### config.mk
export PLATFORM = sky130hd
export DESIGN_NAME = envelope_adsr
export DESIGN_NICKNAME = d
export VERILOG_FILES = /design/src/rtl/envelope_adsr.sv
export SDC_FILE = /design/constraint.sdc
export NUM_CORES = 1
export LEC_CHECK = 0
export ABC_CLOCK_PERIOD_IN_PS = 8400
export CAP_MARGIN = 0
export CORE_ASPECT_RATIO = 0.9
export CORE_MARGIN = 2
export CORE_UTILIZATION = 57
export DETAILED_ROUTE_END_ITERATION = 7
export PLACE_DENSITY = 0.8
export SYNTH_ARGS = -nofsm -noshare
export SYNTH_HDL_FRONTEND = slang
export SYNTH_SLANG_ARGS = --single-unit
### constraint.sdc
create_clock -name clk -period 8.4 [get_ports clk]
set_input_delay 2.52 -clock clk [delete_from_list [all_inputs] [get_ports clk]]
set_output_delay 2.52 -clock clk [all_outputs]
set_load 0.05 [all_outputs]
### src/rtl/envelope_adsr.sv
// -----------------------------------------------------------------------------
// envelope_adsr
//
// Gate-driven attack/decay/sustain/release amplitude envelope applied to the
// signed mixed oscillator sample. The envelope level steps once per audio
// sample strobe. Each strobe also scales the incoming sample by the current
// level. The scaled sample appears two clocks after the strobe, together with
// a one-clock valid pulse.
//
// Ports:
//   clk          system clock (100 MHz)
//   rst_n        synchronous reset, active low, sampled on rising clk
//   sample_tick  one-clk pulse per audio sample
//   gate         note held when high (already debounced upstream)
//   sustain      sustain level byte; the 16-bit target is {sustain, sustain}
//   sig_in       signed 16-bit mixed sample
//   sig_out      signed 16-bit enveloped sample, held between updates
//   out_valid    one-clk pulse when sig_out has just been updated
//   env_level    current unsigned envelope level (0..65535)
//   env_state    IDLE=0, ATTACK=1, DECAY=2, SUSTAIN=3, RELEASE=4
//   active       high whenever env_state is not IDLE
// -----------------------------------------------------------------------------
module envelope_adsr #(
    parameter logic [15:0] ATTACK_STEP  = 16'd64,
    parameter logic [15:0] DECAY_STEP   = 16'd16,
    parameter logic [15:0] RELEASE_STEP = 16'd8
) (
    input  logic        clk,
    input  logic        rst_n,
    input  logic        sample_tick,
    input  logic        gate,
    input  logic [7:0]  sustain,
    input  logic [15:0] sig_in,
    output logic [15:0] sig_out,
    output logic        out_valid,
    output logic [15:0] env_level,
    output logic [2:0]  env_state,
    output logic        active
);

    typedef enum logic [2:0] {
        ST_IDLE    = 3'd0,
        ST_ATTACK  = 3'd1,
        ST_DECAY   = 3'd2,
        ST_SUSTAIN = 3'd3,
        ST_RELEASE = 3'd4
    } state_t;

    // ------------------------------------------------------------------
    // Envelope state
    // ------------------------------------------------------------------
    state_t      state_reg;
    logic [15:0] level_reg;
    logic        gate_q_reg;
    logic        trig_pending_reg;

    // ------------------------------------------------------------------
    // Datapath state
    // ------------------------------------------------------------------
    logic               tick_q_reg;
    logic signed [32:0] prod_reg;
    logic signed [32:0] prod_next;
    logic [15:0]        sig_out_reg;
    logic               out_valid_reg;

    // ------------------------------------------------------------------
    // Combinational helpers
    // ------------------------------------------------------------------
    logic        gate_rise;
    logic        trigger;
    logic [15:0] target;
    logic [16:0] attack_sum;
    logic [16:0] decay_limit;

    assign gate_rise = gate & ~gate_q_reg;

    // An edge seen on the same clock as a strobe is consumed directly by
    // that strobe, so it never has to pass through trig_pending.
    assign trigger = trig_pending_reg | gate_rise;

    assign target = {sustain, sustain};

    // Both comparisons use 17 bits. The attack sum therefore cannot wrap
    // past 65535, and target + DECAY_STEP cannot wrap near full scale. A
    // wrap would let the level undershoot the sustain target.
    assign attack_sum  = {1'b0, level_reg} + {1'b0, ATTACK_STEP};
    assign decay_limit = {1'b0, target} + {1'b0, DECAY_STEP};

    // ------------------------------------------------------------------
    // Envelope FSM: gate edge capture runs every clock. State and level
    // move only on sample strobes.
    // ------------------------------------------------------------------
    always_ff @(posedge clk) begin
        if (!rst_n) begin
            state_reg        <= ST_IDLE;
            level_reg        <= 16'd0;
            gate_q_reg       <= 1'b0;
            trig_pending_reg <= 1'b0;
        end else begin
            gate_q_reg <= gate;

            if (sample_tick) begin
                trig_pending_reg <= 1'b0;

                if (trigger) begin
                    // Retrigger keeps the current level, so a re-pressed
                    // note ramps up from where it was without a click.
                    state_reg <= ST_ATTACK;
                end else begin
                    case (state_reg)
                        ST_ATTACK: begin
                            if (!gate) begin
                                state_reg <= ST_RELEASE;
                            end else if (attack_sum >= 17'd65535) begin
                                level_reg <= 16'hFFFF;
                                state_reg <= ST_DECAY;
                            end else begin
                                level_reg <= attack_sum[15:0];
                            end
                        end

                        ST_DECAY: begin
                            if (!gate) begin
                                state_reg <= ST_RELEASE;
                            end else if ({1'b0, level_reg} <= decay_limit) begin
                                level_reg <= target;
                                state_reg <= ST_SUSTAIN;
                            end else begin
                                level_reg <= level_reg - DECAY_STEP;
                            end
                        end

                        ST_SUSTAIN: begin
                            if (!gate) begin
                                state_reg <= ST_RELEASE;
                            end else begin
                                // Tracks the sustain input continuously.
                                level_reg <= target;
                            end
                        end

                        ST_RELEASE: begin
                            if (level_reg <= RELEASE_STEP) begin
                                level_reg <= 16'd0;
                                state_reg <= ST_IDLE;
                            end else begin
                                level_reg <= level_reg - RELEASE_STEP;
                            end
                        end

                        default: begin
                            level_reg <= 16'd0;
                            state_reg <= ST_IDLE;
                        end
                    endcase
                end
            end else if (gate_rise) begin
                trig_pending_reg <= 1'b1;
            end
        end
    end

    // ------------------------------------------------------------------
    // Scaling datapath. The level is treated as an unsigned fraction of
    // full scale (zero-extended to 17 bits before the signed multiply).
    // The upper half of the product gives a floor-rounded result. The
    // multiply uses the level from before this strobe's FSM update.
    // ------------------------------------------------------------------
    assign prod_next = 33'($signed(sig_in)) * 33'($signed({1'b0, level_reg}));

    always_ff @(posedge clk) begin
        if (!rst_n) begin
            tick_q_reg    <= 1'b0;
            prod_reg      <= '0;
            sig_out_reg   <= 16'd0;
            out_valid_reg <= 1'b0;
        end else begin
            tick_q_reg    <= sample_tick;
            out_valid_reg <= tick_q_reg;
            if (sample_tick) begin
                prod_reg <= prod_next;
            end
            if (tick_q_reg) begin
                sig_out_reg <= prod_reg[31:16];
            end
        end
    end

    // Product bit 32 and the low half never reach the output.
    logic unused_prod_bits;
    assign unused_prod_bits = ^{prod_reg[32], prod_reg[15:0]};

    // ------------------------------------------------------------------
    // Outputs
    // ------------------------------------------------------------------
    assign sig_out   = sig_out_reg;
    assign out_valid = out_valid_reg;
    assign env_level = level_reg;
    assign env_state = state_reg;
    assign active    = (state_reg != ST_IDLE);

endmodule

==> results of run 1 <==
-- cells by family after synthesis --
kind of cell,after synthesis
AOI/OAI and AO/OA,155
xor gates and xnor gates,38
adders and majority gates,333
buffers and inverters,328
DFF,55
muxes,27
and+or+nand+nor,455
-- power by group --
| part | internal, mW | switching, mW |
|---|---|---|
| logic | 0.279 | 0.355 |
| registers | 0.278 | 0.0233 |
| clock network | 0.114 | 0.104 |
| total | 0.671 | 0.482 |
-- final cells by class --
cell class / count / area (sq um) / share of cell area [%]
multi-input cells: 1008 / 9750 / 71.1
repair buffers: 165 / 1410 / 10.3
flip-flops and latches: 55 / 1100 / 8.03
inverters: 258 / 971 / 7.08
well taps: 260 / 325 / 2.37
clock buffers: 5 / 125 / 0.913
clock inverters: 3 / 27.5 / 0.201
diodes: 1 / 2.50 / 0.0183
-- routing by layer --
| metal | track usage [%] | share of wire, % | vias up | wire length [microns] |
|---|---|---|---|---|
| met5 | 0 | 0 | - | 0 |
| met4 | 12.1 | 3.6 | 0 | 1180 |
| met3 | 3.48 | 7.0 | 97 | 2260 |
| met2 | 53.1 | 50 | 444 | 16300 |
| met1 | 39.5 | 39 | 4989 | 12800 |
| li1 | - | - | 4586 | - |
-- placed cells by master, fill, tap and decap left out, types with 5 or more instances in the layout --
cell type        count
and2_1             120
o21ai_0             27
or3_1                6
xor2_1              18
fa_1               181
nand3_1             22
xnor2_1             20
nor2_1              67
nor2b_1              5
a21o_1              20
buf_4               89
and3_1              10
nand2_1            165
o221ai_1             6
a211oi_1             8
buf_6               10
clkbuf_16            5
nand2_2              5
inv_1              248
inv_2                8
nor3_1              13
mux2i_1             27
ha_1               131
clkdlybuf4s50_1     49
nand4_1              8
a22o_1               8
a21oi_1             27
dlygate4sd2_1        8
dfxtp_1             55
fa_2                12
o211ai_1            14
nand2b_1            12
-- final timing paths --
path                          endpoint                       start  depth (start not counted)
min          prod_reg[29]$_SDFFE_PN0P_   prod_reg[29]$_SDFFE_PN0P_                          1
max          prod_reg[28]$_SDFFE_PN0P_                   sig_in[2]                         24
max reg2reg  prod_reg[28]$_SDFFE_PN0P_  env_level[11]$_SDFFE_PN0P_                         22
min reg2reg  prod_reg[29]$_SDFFE_PN0P_   prod_reg[29]$_SDFFE_PN0P_                          1
-- timing repair --
item	in CTS	in global routing
gates cloned	1	0
hold buffers	0	0
resized for setup	68	18
setup endpoints to repair	12	11
buffers inserted	11	3
pin swaps	75	17
-- worst max-delay path: stages --
cell,delay (ns)
clkdlybuf4s15_1,0.23
buf_6,0.16
buf_4,0.12
nand2_1,0.08
fa_1,0.54
fa_1,0.45
fa_2,0.55
inv_1,0.06
fa_2,0.46
fa_1,0.53
inv_1,0.07
fa_1,0.52
inv_2,0.06
ha_4,0.25
a21oi_4,0.15
o21ai_2,0.08
a311oi_1,0.20
or3b_4,0.46
a32oi_2,0.23
o21ai_2,0.11
buf_4,0.15
a21o_1,0.17
xnor2_1,0.17
o21ai_0,0.09
-- stage by stage --
step | setup slack (ns) | TNS (ns) | cells
2_1_floorplan | -0.00460 | -0.00460 | 1391
3_3_place_gp | -0.644 | -6.52 | 1730
3_5_place_dp | -0.810 | -8.29 | 1730
4_1_cts | 0.00533 | 0 | 1750
5_1_grt | 0.00422 | 0 | 1754
6_report | 0.152 | 0 | 1755
==> results by group, run 1 <==
Timing
  – Max Fclk: roughly 120 MHz
  – Final Hold Slack: approximately 0.48 ns
  – Clk_skew: about 0.011 ns
  – Crit path time final: roughly 8.2 ns
  – # setup viols final: 0
  – Tcrit/Tclk final: 98.2%
  – Worst-margin pin slew: a little over 1 ns
  – Final Hold Fails: 0
  – RSZ-0062 raised after global routing: false
  – Max-slew headroom: 31.2%
  – Slew Limit Fails: 0

Placed design
  – HPWL after DPL: 25000 microns
  – Placement Cell Area: between 10000 and 15000 sq um
  – Port bufs: 64
  – Placer Congestion: about 0.95

Finish
  – Design area: around 14000 sq um
  – Layout cell share with drive strength beyond 1: approximately 12%
  – Final Util: 66.4%
  – Nets: between 1500 and 2000
  – FILL cells: between 1500 and 2000
  – Synth-to-layout area growth: 14.8%

Synth
  – Mapped cell area: about 12000 sq um
  – Complex-gate fraction of the synthesized area: under 10%
  – Xor-xnor portion of the synthesized cell area: 2.79%
  – Synth Area per Inst: between 8 and 9 sq um
  – Sequential area share after synthesis: under 10%
  – Post-synth top area share: 32.4%
  – Yosys warnings: 0
  – Main combinational cell family by area after synthesis: adder cells
  – Synth cell types: 74
  – Adder-cell area share of the yosys netlist: between 40% and 50%
  – Post-synthesis mux area share: under 10%
  – FF+latch count, synth: 55
  – Cells after Synth: roughly 1400
  – Largest area contributor in the netlist: fa_1
  – Top cells by area, synth: fa_1 32%, ha_1 15%, dfxtp_1 9.2%, inv_1 8.0%, and2_1 6.3%
  – Top-count cell post-synth: inv_1
  – Syn nets: 1751
  – Synth Flop Type: dfxtp_1
  – Commonest cells in the netlist: 254 x inv_1, 193 x fa_1, 170 x nand2_1
  – Async set-reset flop share out of synthesis: 0%
  – Synth Area in Simple Gates: a little under a fifth
  – Post-synth EDFFs: 0

Clock network
  – Clk_lat worst skew: approximately 0.3 ns
  – Worst-path clk slew: roughly 0.08 ns
  – CTS Sinks: 55
  – CTS Buffer Depth: 2
  – CTS H-Tree Depth: 2
  – Cts bufs inserted: 5
  – Root buf cell: clkbuf_16
  – CTS tree: done

Floorplanning
  – I/O pin count: 65
  – Die ar.: around 22000 sq um
  – Row count: 50
  – Core area: just over 20000 sq um
  – DIE HEIGHT: ~140 microns
  – Starting Density: between 50% and 60%
  – Die width: approximately 160 microns

Global routing
  – Grt ovf: 0
  – Largest net degree at the start of global routing: 38
  – Initial antenna violation count: 1
  – GRT Overall Usage: 30.7%
  – Vias in the first global route: between 10000 and 15000
  – First-pass GRT wire length: 53900 microns

Routing
  – # DRC: 0
  – WL/cell: 18.5 microns
  – Initial drt markers: 802
  – Vias per inst: between 5 and 6
  – Post-Route WL: around 33000 microns
  – Detailed Routing Iterations Pass 1: 6
  – Routed via count: between 10000 and 15000
  – DRT antenna net count: 0

Setup path
  – Crit end category: flop
  – Critical path type: in2reg
  – Crit path max fanout: 5
  – Type of origin of the critical path: input pin
  – WP data required: 8.58 ns
  – Reg-to-reg slack, setup: ~1.6 ns
  – WP data arrival: between 8 and 9 ns

Power and ir drop
  – Pwr dens: around 84 nW/um^2
  – Tot Pwr: 1.15 mW
  – Worst vdd ir: between 0.09 and 0.1 mV
  – Leakage: about 7 nW

Run
  – Maxcap violations: 0

Run status
  – Status: complete, no violations

Hold path
  – Worst hold path type: reg2reg
Power figures use the tool's default switching activity.
==> run 2: changes to the inputs <==
--- a/config.mk
+++ b/config.mk
@@ -11,6 +11,7 @@
 export CORE_MARGIN = 2
 export CORE_UTILIZATION = 57
 export DETAILED_ROUTE_END_ITERATION = 7
+export HOLD_SLACK_MARGIN = 0.02
 export PLACE_DENSITY = 0.8
 export SYNTH_ARGS = -nofsm -noshare
 export SYNTH_HDL_FRONTEND = slang
==> results of run 2 <==
No change in the layout: final DEF, timing and power equal those of run 1.
